--- config.mk ---
export PLATFORM = sky130hd
export DESIGN_NAME = decoder_scan_flat
export DESIGN_NICKNAME = d
export VERILOG_FILES = /design/src/rtl/decoder_pkg.sv /design/src/rtl/decoder_scan_if.sv /design/src/rtl/decoder_scan_onehot_dec.sv /design/src/rtl/decoder_scan.sv /design/src/flat_wrapper.sv
export SDC_FILE = /design/constraint.sdc
export NUM_CORES = 1
export LEC_CHECK = 0
export CAP_MARGIN = 25
export CORE_AREA = 2 2 39 41
export CTS_CLUSTER_SIZE = 30
export DETAILED_ROUTE_END_ITERATION = 8
export DIE_AREA = 0 0 41 43
export DONT_BUFFER_PORTS = 1
export PLACE_DENSITY_LB_ADDON = 0.12
export SLEW_MARGIN = 20
export SYNTH_ARGS = -nofsm -noshare
export SYNTH_HDL_FRONTEND = slang
export SYNTH_SLANG_ARGS = --single-unit
--- constraint.sdc ---
create_clock -name clk -period 2.2 [get_ports clk]
set_input_delay 0.11 -clock clk [delete_from_list [all_inputs] [get_ports clk]]
set_output_delay 0.11 -clock clk [all_outputs]
set_load 0.02 [all_outputs]
--- src/rtl/decoder_pkg.sv ---
// Shared definitions for the decoder_scan block.
//   state_t    : FSM state encoding (IDLE, DIRECT, SCAN), exposed for debug
//   MAX_N      : widest select supported by the onehot() helper
//   onehot()   : one-hot decode of a select value, MAX_W bits wide
//   clog2()    : ceiling log2 for sizing counters from parameters
package decoder_pkg;

  typedef enum logic [1:0] {
    ST_IDLE   = 2'd0,
    ST_DIRECT = 2'd1,
    ST_SCAN   = 2'd2
  } state_t;

  localparam int MAX_N = 8;
  localparam int MAX_W = 2 ** MAX_N;

  // Callers slice the low 2^N bits for their own select width.
  function automatic logic [MAX_W-1:0] onehot(input logic [MAX_N-1:0] sel);
    logic [MAX_W-1:0] r;
    r      = '0;
    r[sel] = 1'b1;
    return r;
  endfunction

  // Smallest r with 2^r >= v (0 for v <= 1).
  function automatic int clog2(input int unsigned v);
    int r;
    r = 0;
    for (int i = 0; i < 32; i++) begin
      if ((32'd1 << i) < v) r = i + 1;
    end
    return r;
  endfunction

endpackage

--- src/rtl/decoder_scan_if.sv ---
// Bus bundle between the decoder_scan block and its controller.
//   en, mode, load, a : control and select inputs to the decoder
//   y, idx            : registered one-hot output and the index it shows
//   valid, wrap       : y carries a line / scan wrapped past the top index
//   state             : current FSM state, for debug and checkers
// There is no backpressure on this bus: valid simply qualifies y in the
// same cycle and the controller may change any input on any cycle.
interface decoder_scan_if
  import decoder_pkg::*;
#(
  parameter int N = 3
) ();

  logic            en;
  logic            mode;
  logic            load;
  logic [N-1:0]    a;
  logic [2**N-1:0] y;
  logic [N-1:0]    idx;
  logic            valid;
  logic            wrap;
  state_t          state;

  modport master (
    output en, mode, load, a,
    input  y, idx, valid, wrap, state
  );

  modport slave (
    input  en, mode, load, a,
    output y, idx, valid, wrap, state
  );

endinterface

--- src/rtl/decoder_scan_onehot_dec.sv ---
// Combinational N-to-2^N one-hot decoder with polarity option.
//   en  : 0 forces every line inactive
//   sel : index of the line to activate
//   y   : decoded lines; inverted when ACTIVE_LOW=1
module onehot_dec
  import decoder_pkg::*;
#(
  parameter int N          = 3,
  parameter bit ACTIVE_LOW = 1'b0
) (
  input  logic            en,
  input  logic [N-1:0]    sel,
  output logic [2**N-1:0] y
);

  localparam int W = 2 ** N;

  logic [W-1:0] raw;

  always_comb begin
    raw = '0;
    for (int i = 0; i < W; i++) begin
      raw[i] = en && (sel == N'(i));
    end
    y = ACTIVE_LOW ? ~raw : raw;
  end

endmodule

--- src/rtl/decoder_scan.sv ---
// Registered binary-to-one-hot decoder with direct and auto-scan modes.
//   clk, rst_n : clock, asynchronous active-low reset
//   bus        : decoder_scan_if slave (en/mode/load/a in; y/idx/valid/
//                wrap/state out)
// Direct mode decodes a with one cycle of latency. Scan mode walks idx
// upward, holding each line for DWELL cycles; load restarts the walk at a.
module decoder_scan
  import decoder_pkg::*;
#(
  parameter int N          = 3,
  parameter int DWELL      = 4,
  parameter bit ACTIVE_LOW = 1'b0
) (
  input  logic           clk,
  input  logic           rst_n,
  decoder_scan_if.slave  bus
);

  localparam int W      = 2 ** N;
  localparam int CW_RAW = clog2(DWELL);
  localparam int CW     = (CW_RAW < 1) ? 1 : CW_RAW;

  localparam logic [CW-1:0] DWELL_LAST = CW'(DWELL - 1);
  localparam logic [W-1:0]  Y_IDLE     = ACTIVE_LOW ? {W{1'b1}} : {W{1'b0}};

  state_t        state_q, state_d;
  logic [N-1:0]  idx_q,   idx_d;
  logic [CW-1:0] cnt_q,   cnt_d;
  logic          valid_q, valid_d;
  logic          wrap_q,  wrap_d;
  logic [W-1:0]  y_q,     y_d;
  logic          dec_en;

  // The state follows the inputs sampled at this edge, and the actions of
  // that state are what get registered on the same edge.
  always_comb begin
    state_d = ST_IDLE;
    idx_d   = idx_q;
    cnt_d   = cnt_q;
    valid_d = 1'b0;
    wrap_d  = 1'b0;

    if (bus.en) begin
      state_d = bus.mode ? ST_SCAN : ST_DIRECT;
    end

    case (state_d)
      ST_DIRECT: begin
        idx_d   = bus.a;
        cnt_d   = '0;
        valid_d = 1'b1;
      end
      ST_SCAN: begin
        valid_d = 1'b1;
        if (bus.load) begin
          // Load beats a step falling due in the same cycle.
          idx_d = bus.a;
          cnt_d = '0;
        end else if (cnt_q == DWELL_LAST) begin
          cnt_d  = '0;
          idx_d  = idx_q + 1'b1;
          wrap_d = (idx_q == {N{1'b1}});
        end else begin
          cnt_d = cnt_q + 1'b1;
        end
      end
      default: begin
        // IDLE: outputs blanked, index and dwell count hold.
      end
    endcase
  end

  // y follows the next index so the line and idx change on the same edge.
  assign dec_en = (state_d != ST_IDLE);

  onehot_dec #(
    .N          (N),
    .ACTIVE_LOW (ACTIVE_LOW)
  ) u_dec (
    .en  (dec_en),
    .sel (idx_d),
    .y   (y_d)
  );

  always_ff @(posedge clk or negedge rst_n) begin
    if (!rst_n) begin
      state_q <= ST_IDLE;
      idx_q   <= '0;
      cnt_q   <= '0;
      valid_q <= 1'b0;
      wrap_q  <= 1'b0;
      y_q     <= Y_IDLE;
    end else begin
      state_q <= state_d;
      idx_q   <= idx_d;
      cnt_q   <= cnt_d;
      valid_q <= valid_d;
      wrap_q  <= wrap_d;
      y_q     <= y_d;
    end
  end

  assign bus.y     = y_q;
  assign bus.idx   = idx_q;
  assign bus.valid = valid_q;
  assign bus.wrap  = wrap_q;
  assign bus.state = state_q;

endmodule

--- src/flat_wrapper.sv ---
// flat-port wrapper written by rule: the top's interface ports become plain ports
module decoder_scan_flat import decoder_pkg::*;
#(
  parameter int N          = 3,
  parameter int DWELL      = 4,
  parameter bit ACTIVE_LOW = 1'b0
)
  (clk, rst_n, bus_en, bus_mode, bus_load, bus_a, bus_y, bus_idx, bus_valid, bus_wrap, bus_state);
  decoder_scan_if #(.N(N)) bus_i ();
  input  logic clk;
  input  logic rst_n;
  input wire logic [$bits(bus_i.en)-1:0] bus_en;
  input wire logic [$bits(bus_i.mode)-1:0] bus_mode;
  input wire logic [$bits(bus_i.load)-1:0] bus_load;
  input wire logic [$bits(bus_i.a)-1:0] bus_a;
  output wire logic [$bits(bus_i.y)-1:0] bus_y;
  output wire logic [$bits(bus_i.idx)-1:0] bus_idx;
  output wire logic [$bits(bus_i.valid)-1:0] bus_valid;
  output wire logic [$bits(bus_i.wrap)-1:0] bus_wrap;
  output wire logic [$bits(bus_i.state)-1:0] bus_state;
  assign bus_i.en = bus_en;
  assign bus_i.mode = bus_mode;
  assign bus_i.load = bus_load;
  assign bus_i.a = bus_a;
  assign bus_y = bus_i.y;
  assign bus_idx = bus_i.idx;
  assign bus_valid = bus_i.valid;
  assign bus_wrap = bus_i.wrap;
  assign bus_state = bus_i.state;
  decoder_scan #(.N(N), .DWELL(DWELL), .ACTIVE_LOW(ACTIVE_LOW)) u_core (.clk(clk), .rst_n(rst_n), .bus(bus_i));
endmodule
==> results.txt, run 1 <==
The DRC violation count after routing came out at 0. Row generation in the floorplan step produced 14 rows. At the pin with the least slew margin, the transition time is 768 ps.

The number of hold violations in the final report is 0. The global placer's final weighted congestion is 0.736. The analysis attributes to cell leakage a power of 0.395 nW. The CTS tree is yes.

The required time reported for the critical path endpoint came out at 2400 ps. The signal on the critical path passes through ha_1, ha_1, mux2_1, mux2_4, or2_4, nor3_1. The net count reported at finish came out at 81. In this run the most critical hold path is launched from bus_en.

Summed over all failing endpoints, the final setup total negative slack is 0 ps. The largest voltage drop on the vdd net is 0.000313 V. The min-delay analysis places its worst path in the category input port to flip-flop. The synthesized design devotes to its leading area cell type 58.1% of total area. The mapped cell area came out at 732 sq um. The later pin in the worst-skew pair is clocked with a latency of 290 ps. For this block, wires on met1 add up to 589 um. The number of buffers on the longest clock path came out at 2. The cell depth of the worst flop-to-flop path came out at 6. The area growth from synthesis to layout is 13.2%. The die outline area is 1760 sq um. For this run, the top clock speed supported by timing is 517 MHz. The arrival time of the worst setup path is 2140 ps. The first-pass GRT wire length is 2030 um.

The share of cells above drive strength 1 is 17.4%. The number of antenna violations at the first check in global routing is 0. The flow ran to the end, and the final reports show no timing, DRC or antenna violations. The worst clock skew on the final layout is 3.75 ps. The antenna diode instance count is 0. After layout, the worst path uses 88.0% of the clock period. The largest net degree at the start of global routing came out at 18. The cell sitting at the root of the clock tree is a clkbuf_4.

The minimum clock period came out at 1940 ps. In this run the worst path has a maximum fanout of 4. The type of destination of the critical path is a flip-flop. The post-detailed-routing wire length came out at 1240 um. The met3 wire length is 69 um. The start-to-end type of the worst setup path is flip-flop to flip-flop. The number of CTS-inserted buffers is 3. Synthesis produced a netlist whose cell count is 61.

The worst setup path is launched from a flip-flop. The clock drives 17 sinks. The max capacitance violation total came out at 0. The synthesis-stage register bit count came out at 17. The worst hold path terminates at u_core.bus.state[0]. The number of fillers in the final layout is 113.

The number of cells upsized or downsized after cts came out at 0. The worst setup slack for register-to-register paths came out at 260 ps. Once detailed placement completed, the half-perimeter wirelength came to 856 um.

Across every metal layer, demand over resource in global routing totals 18.1%. The initial DRC count came out at 6. The worst hold path was traced through 2 stages. For this configuration, the core starts out at a cell density of 52.9%. The startpoint identified for the worst register-to-register timing path is u_core.bus.idx[0]. dfrtp_1 takes more of the synthesized area than any other cell. A synthesized cell averages 12.0 sq um. In this run the tool buffered the top-level ports with 0 buffer cells. The total iterations of the first detailed-routing run is 4. The distinct cell type count after synthesis came out at 24. The remaining global-route overflow is 0. Setup repair after global routing left no endpoint under its margin. The total number of H-tree levels came out at 1. The power per unit of standard cell area came out at 741 nW/um^2.

23 I/O pins were placed. The number of vias in the routed layout is 447. The total count of max-transition violations in the final report came out at 0. The number of nets in the synthesized netlist is 72. The worst slew slack as a fraction of its limit is 48.6%.

Counting stages on the worst path, the most repeated cell is ha_1. In the layout the commonest cells are 17 x dfrtp_1, 8 x inv_1, 5 x nor3_1, 5 x dlygate4sd3_1, 4 x nand2_1. Yosys attributes the largest share of cell area to dfrtp_1 58%, ha_1 5.1%, inv_1 4.1%. The count of yosys warnings during synthesis is 0. The endpoint of the worst-slack reg-to-reg timing path is u_core.bus.y[1]. After detailed routing, the average wire length per cell comes to 14.5 um. After clock tree synthesis, the clock-pin slew on the worst setup and hold paths is 100 ps. The number of routed nets with antenna violations is 0. The number of global-route vias before repair is 456. The die span in y came out at 43 um. The critical path's largest stage delay is 390 ps. The worst hold slack after final layout came out at 28.9 ps. The overall die width is 41 um. Sequential cells were found to cover 58.1% of the synthesized design area.

The detailed router used layers up to and including met4. The cell type of the slowest stage on the worst timing path is dfrtp_1. The met2 layer wire length in the routed design is 540 um. The core outline area came out at 1380 sq um. The total of endpoints with negative setup slack in the final report is 0. The per-cell via count in the routed design came out at 5.26. The library cell used most frequently in the layout, excluding fill and tap cells, is dfrtp_1.
how the worst max path moves through the flow:
| stage | start | endpoint |
|---|---|---|
| after floorplan | u_core.bus.idx[0] | u_core.bus.y[2] |
| after global placement | u_core.bus.idx[0] | u_core.bus.y[2] |
| after detailed placement | u_core.bus.idx[0] | u_core.bus.y[0] |
| after CTS | u_core.bus.idx[0] | u_core.bus.y[0] |
| after global routing | u_core.bus.idx[0] | u_core.bus.y[0] |
| final | u_core.bus.idx[0] | u_core.bus.y[1] |
report_power, final:
| part | switching [mW] | leakage (nW) | internal, mW | total (mW) |
|---|---|---|---|---|
| registers | 0.0257 | 0.224 | 0.332 | 0.357 |
| clock network | 0.0985 | 0.0177 | 0.0676 | 0.166 |
| logic | 0.0516 | 0.154 | 0.0383 | 0.0899 |
per-stage QoR:
stage          std cells  instance area [sq um]  util, %  total power [mW]  setup WS (ps)
6_report              85                    828     59.9             0.613            264
5_1_grt               85                    828     59.9             0.646            193
4_1_cts               85                    828     59.9             0.621            277
3_5_place_dp          76                    751     54.2             0.441            303
3_3_place_gp          76                    751     54.2             0.440            333
2_1_floorplan         61                    732        -             0.427            232
per-layer routing:
metal / track usage, % / vias up
li1: - / 220
met1: 25.6 / 208
met2: 23.8 / 15
met3: 4.19 / 4
met4: 12.0 / 0
met5: 0 / -
layout make-up:
type / count / area (sq um) / share of cell area (%)
timing repair buffer: 7 / 65.1 / 7.85
clock buffer: 3 / 22.5 / 2.72
tap: 16 / 20.0 / 2.42
multi-input combinational: 33 / 260 / 31.4
sequential: 17 / 425 / 51.4
clock inverter: 1 / 5.00 / 0.604
inverter: 8 / 30.0 / 3.63
flip-flops by register name, summed over array words and instances, names as in the netlist:
signal / count
u_core.cnt_q: 2
u_core.bus.y: 8
u_core.bus.wrap: 1
u_core.bus.state: 2
u_core.bus.valid: 1
u_core.bus.idx: 3
cell families (layout without fill, tap and decap cells):
family	count (synthesis)	after routing	synth area share [%]
and+or+nand+nor	19	19	16.9
DFF	17	17	58.1
buffers and inverters	11	19	6.32
AOI/OAI and AO/OA	7	7	7.18
muxes	4	4	6.32
adders and majority gates	3	3	5.13
synthesized netlist by cell type (all sizes together):
cell and count:
dfrtp 17, inv 8, nor3 5, nand2 4, nor3b 4, ha 3, o21ai 3, buf 2
mux2 2, mux2i 2, nor2b 2, a211oi 1, a21oi 1, a221o 1, clkbuf 1, nand3 1
nand4 1, nor2 1, o2bb2ai 1, or2 1
worst max-delay path, delay by kind of cell, from the launching register on:
kind | cells | cell delay (ps)
multiplexers | 2 | 550
adder cells (fa/ha/maj) | 2 | 460
AND/OR/NAND/NOR | 2 | 430
flip-flops | 1 | 390
timing repair:
| action | 4_1_cts | 5_1_grt |
|---|---|---|
| hold buffers | 5 | 0 |
| setup buffers | 0 | 0 |
| hold endpoints to repair | 24 | 0 |
(Power assumes the default switching activity.)
==> inputs of run 2 (changes only) <==
--- a/config.mk
+++ b/config.mk
@@ -6,10 +6,11 @@
 export NUM_CORES = 1
 export LEC_CHECK = 0
 export CAP_MARGIN = 25
-export CORE_AREA = 2 2 39 41
+export CELL_PAD_IN_SITES_DETAIL_PLACEMENT = 1
+export CELL_PAD_IN_SITES_GLOBAL_PLACEMENT = 1
+export CORE_UTILIZATION = 45
 export CTS_CLUSTER_SIZE = 30
 export DETAILED_ROUTE_END_ITERATION = 8
-export DIE_AREA = 0 0 41 43
 export DONT_BUFFER_PORTS = 1
 export PLACE_DENSITY_LB_ADDON = 0.12
 export SLEW_MARGIN = 20
==> run 2 against run 1 <==
Net effect: power up 0.43%; design area down 1.2%; count of clock-buffer cells in the layout unchanged; worst setup slack better by 20 ps; clock skew up 1.6 ps; critical path type unchanged; register-to-register slack better by 20 ps; global-route usage down 0.13 points.
==> results.txt, run 2 (synthesized netlist as in run 1, its figures left out) <==
The met1 usage came out at 23.1%. The top cell types in the final layout, fill and taps aside, are 17 x dfrtp_1, 8 x inv_1, 5 x nor3_1, 4 x nand2_1, 4 x dlygate4sd3_1. The start point of the worst hold path is bus_en.

The number of buffer and inverter instances along the worst setup path came out at 0. The first TritonRoute pass finished after 3 iterations. For this run, design rule violations remaining after detail routing come to 0. The detailed placer's ending HPWL came out at 935 um. The post-layout worst setup margin came out at 284 ps.

The floorplan step set the die width to 42.3 um. Traced cell by cell, the critical path runs through ha_1, ha_1, mux2_1, mux2_4, or2_4, nor3b_2. The most frequent cell on the critical path is ha_1.

The effective utilization at floorplan is 48.6%. The minimum clock period came out at 1920 ps. The initial DRC count is 2. The run finished with clean final reports.

The per-cell via count in the routed design is 5.62. The kind of path behind the tightest hold check is input port to flip-flop. Setup repair after global routing left no endpoint under its margin.

The number of fillers in the final layout is 160. The global placer's final weighted congestion is 0.710. The post-detailed-routing wire length came out at 1370 um.

The library cell used most frequently in the layout, excluding fill and tap cells, is dfrtp_1. The post-layout instance count excluding filler cells came out at 84. Buffers added to address setup during post-CTS repair amount to 0.

The die outline area is 1790 sq um. The share of cells above drive strength 1 is 17.6%. The clock reaches the later pin of the worst-skew pair after 290 ps. The finished layout cell area is 818 sq um. The met2 usage in global routing is 27.1%. The total count of max-transition violations in the final report came out at 0. The number of global-route vias before repair came out at 499. The overall fraction of global-route tracks in use is 17.9%.

The post-CTS clock slew at the launch and capture registers of the worst setup and hold paths is 100 ps. The critical path's largest stage delay is 400 ps. The number of vias in the routed layout is 472. The worst slew slack as a fraction of its limit came out at 49.7%.

Relative to the synthesized area, the layout overhead comes to 11.8%. The actual slew at the worst max-slew pin came out at 752 ps. The die span in y came out at 42.3 um.

The instance count after placement with tap cells included came out at 76. The number of routed nets with antenna violations came out at 0. The leakage power figure came out at 0.388 nW.

The largest net degree at the start of global routing came out at 18. The start-to-end type of the worst setup path is flip-flop to flip-flop. The core outline area came out at 1510 sq um.

The largest voltage drop on the vdd net came out at 0.000343 V. The total negative setup slack came out at 0 ps. STA classifies the critical path endpoint as a flip-flop. The number of hold violations in the final report is 0. The worst setup path is launched from a flip-flop.

The first-pass GRT wire length came out at 2340 um. The worst hold slack after final layout came out at 20.0 ps. The power per unit of standard cell area came out at 753 nW/um^2.

The number of buffers on the longest clock path is 2. The post-layout total power is 616 uW. In the final routed layout, each cell accounts on average for 16.3 um. The total of endpoints with negative setup slack in the final report is 0.

The number of antenna violations at the first check in global routing came to 0. met2 is the most crowded layer. During I/O placement, the number of pins put on the boundary was 23.

The cell type of the slowest stage on the worst timing path is dfrtp_1. The antenna diode instance count is 0. The timing-limited maximum frequency came out at 522 MHz. The cell depth of the worst flop-to-flop path is 6. The CTS tree is yes. For this run, global-route usage on met3 was measured as 5.60%. Gates resized during post-CTS repair numbered 0. The peak fanout along the critical path came out at 4.

The max capacitance violation total came out at 0. The arrival time of the worst setup path is 2140 ps. The worst register-to-register path begins at u_core.bus.idx[0]. The total number of placement rows came out at 14. The endpoint identified for the worst register-to-register timing path is u_core.bus.y[2]. For this run, the post-layout net count is 80.

The clock arrives with 5.38 ps of skew. The number of CTS-inserted buffers is 3. The number of cells on the worst hold path is 2.

The required time reported for the critical path endpoint came out at 2420 ps. The end-of-flow core utilization is 54.3%. CTS built an H-tree with a depth of 1. The cell at the root of the clock tree is clkbuf_4. The share of the clock period used by the worst path came out at 87.1%. The cell family contributing the most delay on the critical path is multiplexers. The register with the most flip-flops in the layout has 8 of them. The count of clock tree sinks is 17.

For this run the aggregate overflow at the end of global routing stands at 0. The count of buffers inserted at the top-level ports is 0. The endpoint of the worst hold path is u_core.bus.state[0]. The worst setup timing slack at the placement stage is 296 ps. Once placement finished, the instance area stood at 751 sq um. The worst setup slack for register-to-register paths is 280 ps.
-- run 2: cell types whose count changed in the layout (fill, tap and decap cells not counted), sizes merged --
cell         before  now
dlygate4sd3       5    4
-- run 2: where the power goes --
part	switching [mW]	leakage [nW]	internal (mW)
registers	0.0262	0.224	0.332
clock network	0.0986	0.0177	0.0677
logic	0.0534	0.147	0.0384
-- run 2: layout make-up --
class / instances / area, sq um / share of cell area, %
multi-input combinational: 33 / 260 / 31.8
sequential: 17 / 425 / 52.0
timing repair buffer: 6 / 55.1 / 6.73
clock inverter: 1 / 5.00 / 0.612
inverter: 8 / 30.0 / 3.67
clock buffer: 3 / 22.5 / 2.75
tap: 16 / 20.0 / 2.45
-- run 2: metal layers --
metal | part of all wire, % | vias to the layer above
li1 | - | 221
met1 | 46 | 231
met2 | 46 | 17
met3 | 6.6 | 3
met4 | 1.5 | 0
met5 | 0 | -
-- run 2: how the worst max path moves through the flow --
stage	start	endpoint	cells past startpoint
after floorplan	u_core.bus.idx[0]	u_core.bus.y[2]	6
after global placement	u_core.bus.idx[0]	u_core.bus.y[2]	6
after detailed placement	u_core.bus.idx[0]	u_core.bus.y[2]	6
after CTS	u_core.bus.idx[0]	u_core.bus.y[2]	6
after global routing	u_core.bus.idx[0]	u_core.bus.y[1]	6
final	u_core.bus.idx[0]	u_core.bus.y[2]	6
-- run 2: what timing repair did --
| item | CTS | global route |
|---|---|---|
| endpoints found under the setup margin | 0 | 0 |
| hold buffers | 4 | 0 |
| endpoints found under the hold margin | 24 | 0 |
==> inputs of run 3 (changes only) <==
--- a/config.mk
+++ b/config.mk
@@ -6,7 +6,7 @@
 export NUM_CORES = 1
 export LEC_CHECK = 0
 export CAP_MARGIN = 25
-export CELL_PAD_IN_SITES_DETAIL_PLACEMENT = 1
+export CELL_PAD_IN_SITES_DETAIL_PLACEMENT = 0
 export CELL_PAD_IN_SITES_GLOBAL_PLACEMENT = 1
 export CORE_UTILIZATION = 45
 export CTS_CLUSTER_SIZE = 30
==> run 3 against run 2 <==
Net effect: routed wire length shrank 8.3%; via count down 4.4%; critical path depth stayed put; sequential share of layout area grew 0.080 points; global-route usage is 1.0 points lower; design area fell by 0.15%; critical path type unchanged; largest cell class unchanged; largest power group unchanged; highest routed layer unchanged.
==> results.txt, run 3 (synthesized netlist as in run 1, its figures left out) <==
The run finished with clean final reports. The total number of placement rows came out at 14. The most frequent standard cell in the layout excluding fill and tap cells is dfrtp_1. The worst register-to-register path has a depth of 6. The per-cell via count in the routed design came out at 5.37. STA classifies the critical path startpoint as a flip-flop. Cells fill 54.2% of the core in the end.

The number of fillers in the final layout came out at 136. In this run the tool buffered the top-level ports with 0 buffer cells. Buffers added to address setup during post-CTS repair amount to 0. The root buffer cell chosen for the clock tree is clkbuf_4. The overall die width is 42.3 um.

The worst setup path is captured at a flip-flop. Once layout is done, the placed cells without fillers occupy 817 sq um. The timing-limited maximum frequency came out at 527 MHz. The DRC violation count after routing is 0. The largest net degree at the start of global routing is 18. The number of cells on the worst hold path came out at 2. The number of antenna violations at the first check in global routing came out at 0.

The max capacitance violation total came out at 0. In this run the critical register-to-register path is captured at u_core.bus.y[0]. The count of boundary I/O pins is 23. The antenna diode instance count is 0. The total overflow left after global routing is 0. The per-cell routed wire length is 15.0 um.

The clock reaches the later pin of the worst-skew pair after 290 ps. The cell area after placement is 751 sq um. The flip-flop count of the largest register, all copies and words added came out at 8. The worst slew slack as a fraction of its limit is 51.0%. The clock net in this run drives a total of 17 sinks. The worst clock skew on the final layout came out at 1.07 ps. The share of the clock period used by the worst path is 86.2%. In this run the number of H-tree levels came out at 1. Setup repair after global routing left no endpoint under its margin. The number of buffers on the longest clock path is 2. Clock-pin slew was measured on the worst setup and hold paths at 90 ps.

Once the floorplan was initialized, standard cells occupied 48.6% of the core. The total count of max-transition violations in the final report was 0. The leakage power figure is 0.385 nW.

The total negative setup slack came out at 0 ps. The number of routed nets with antenna violations came out at 0. The post-detailed-routing wire length is 1260 um. The start point of the worst hold path is bus_en. In the final layout, the share of cells above drive strength 1 is 16.2%. The core outline area is 1510 sq um. For this run, the post-layout net count is 80. The overall fraction of global-route tracks in use came out at 16.9%. The pre-antenna-repair detailed-routing pass consisted of 2 iterations. The floorplan step defined a die boundary enclosing 1790 sq um. After the first detailed-routing iteration, the DRC count stood at 4. The global placer's final weighted congestion came out at 0.710. The detailed placer's ending HPWL came out at 865 um. The number of vias in the routed layout is 451. The start-to-end type of the worst setup path is flip-flop to flip-flop.

The endpoint of the worst hold path is u_core.bus.state[0]. The die span in y came out at 42.3 um. Leaving out fill and tap cells, the most frequent cells in the layout are 17 x dfrtp_1, 8 x inv_1, 5 x nor3_1, 4 x nand2_1, 4 x dlygate4sd3_1.

STA puts the critical path data required time at 2400 ps. The actual slew at the worst max-slew pin is 732 ps. The arrival time of the worst setup path is 2100 ps. The minimum clock period came out at 1900 ps. The area growth from synthesis to layout is 11.6%.

In this run, placement finished with an instance count of 76. For this design the ratio of total power to cell area is 749 nW/um^2. The path class of the tightest hold or removal check is input port to flip-flop. The post-layout instance count excluding filler cells came out at 84. The first global-routing pass estimated 2080 um of wire. The number of global-route vias before repair is 444. The total of endpoints with negative setup slack in the final report is 0. Setup slack on the worst reg-to-reg path comes out at 300 ps.

The peak fanout along the critical path came out at 4. The number of hold violations in the final report came out at 0. In this run the critical register-to-register path is launched from u_core.bus.idx[0]. The worst-case IR drop observed on VDD is 0.000317 V. The CTS tree is yes. The number of CTS-inserted buffers is 3.
[run 3: cell types whose count changed in the layout (fill, tap and decap cells not counted), sizes merged]
cell / delta
clkbuf: +1
clkinv: -1
[run 3: worst max path at each step]
stage / from / endpoint / slack (ps)
2_1_floorplan: u_core.bus.idx[0] / u_core.bus.y[2] / 230
3_3_place_gp: u_core.bus.idx[0] / u_core.bus.y[2] / 320
3_5_place_dp: u_core.bus.idx[0] / u_core.bus.y[0] / 310
4_1_cts: u_core.bus.idx[0] / u_core.bus.y[0] / 290
5_1_grt: u_core.bus.idx[0] / u_core.bus.y[2] / 230
6_report: u_core.bus.idx[0] / u_core.bus.y[0] / 300
[run 3: power breakdown]
group	internal (mW)	switching, mW	total (mW)
Sequential	0.332	0.0260	0.358
Clock	0.0705	0.0935	0.164
Combinational	0.0383	0.0518	0.0900
Total	0.440	0.171	0.612
[run 3: worst max-delay path: stages (launching register included)]
cell	delay, ps
dfrtp_1	390
ha_1	200
ha_1	260
mux2_1	290
mux2_4	270
or2_4	250
nor3_1	150
[run 3: layout make-up]
type / instances / area (sq um) / area share (%)
Timing Repair Buffer: 6 / 55.1 / 6.74
Multi-Input combinational cell: 33 / 260 / 31.9
Clock buffer: 4 / 26.3 / 3.22
Inverter: 8 / 30.0 / 3.68
Sequential cell: 17 / 425 / 52.1
Tap cell: 16 / 20.0 / 2.45
[run 3: per-layer routing]
metal,global-route usage (%),wire length [um],part of all wire (%)
met5,0,0,0
met4,15.0,47,3.7
met2,23.7,557,44
met1,20.5,571,45
met3,5.60,82,6.5
[run 3: per-stage QoR]
| stage | power, mW | setup WS [ps] | hold slack (ps) |
|---|---|---|---|
| 6_report | 0.612 | 303 | 31.8 |
| 5_1_grt | 0.645 | 230 | 22.3 |
| 4_1_cts | 0.623 | 292 | 15.5 |
| 3_5_place_dp | 0.442 | 312 | -185 |
| 3_3_place_gp | 0.442 | 321 | -185 |
| 2_1_floorplan | 0.427 | 232 | -186 |
[run 3: repair_timing]
item                      4_1_cts  5_1_grt
gates resized for setup         0        0
hold buffers                    4        0
hold endpoints to repair       24        0
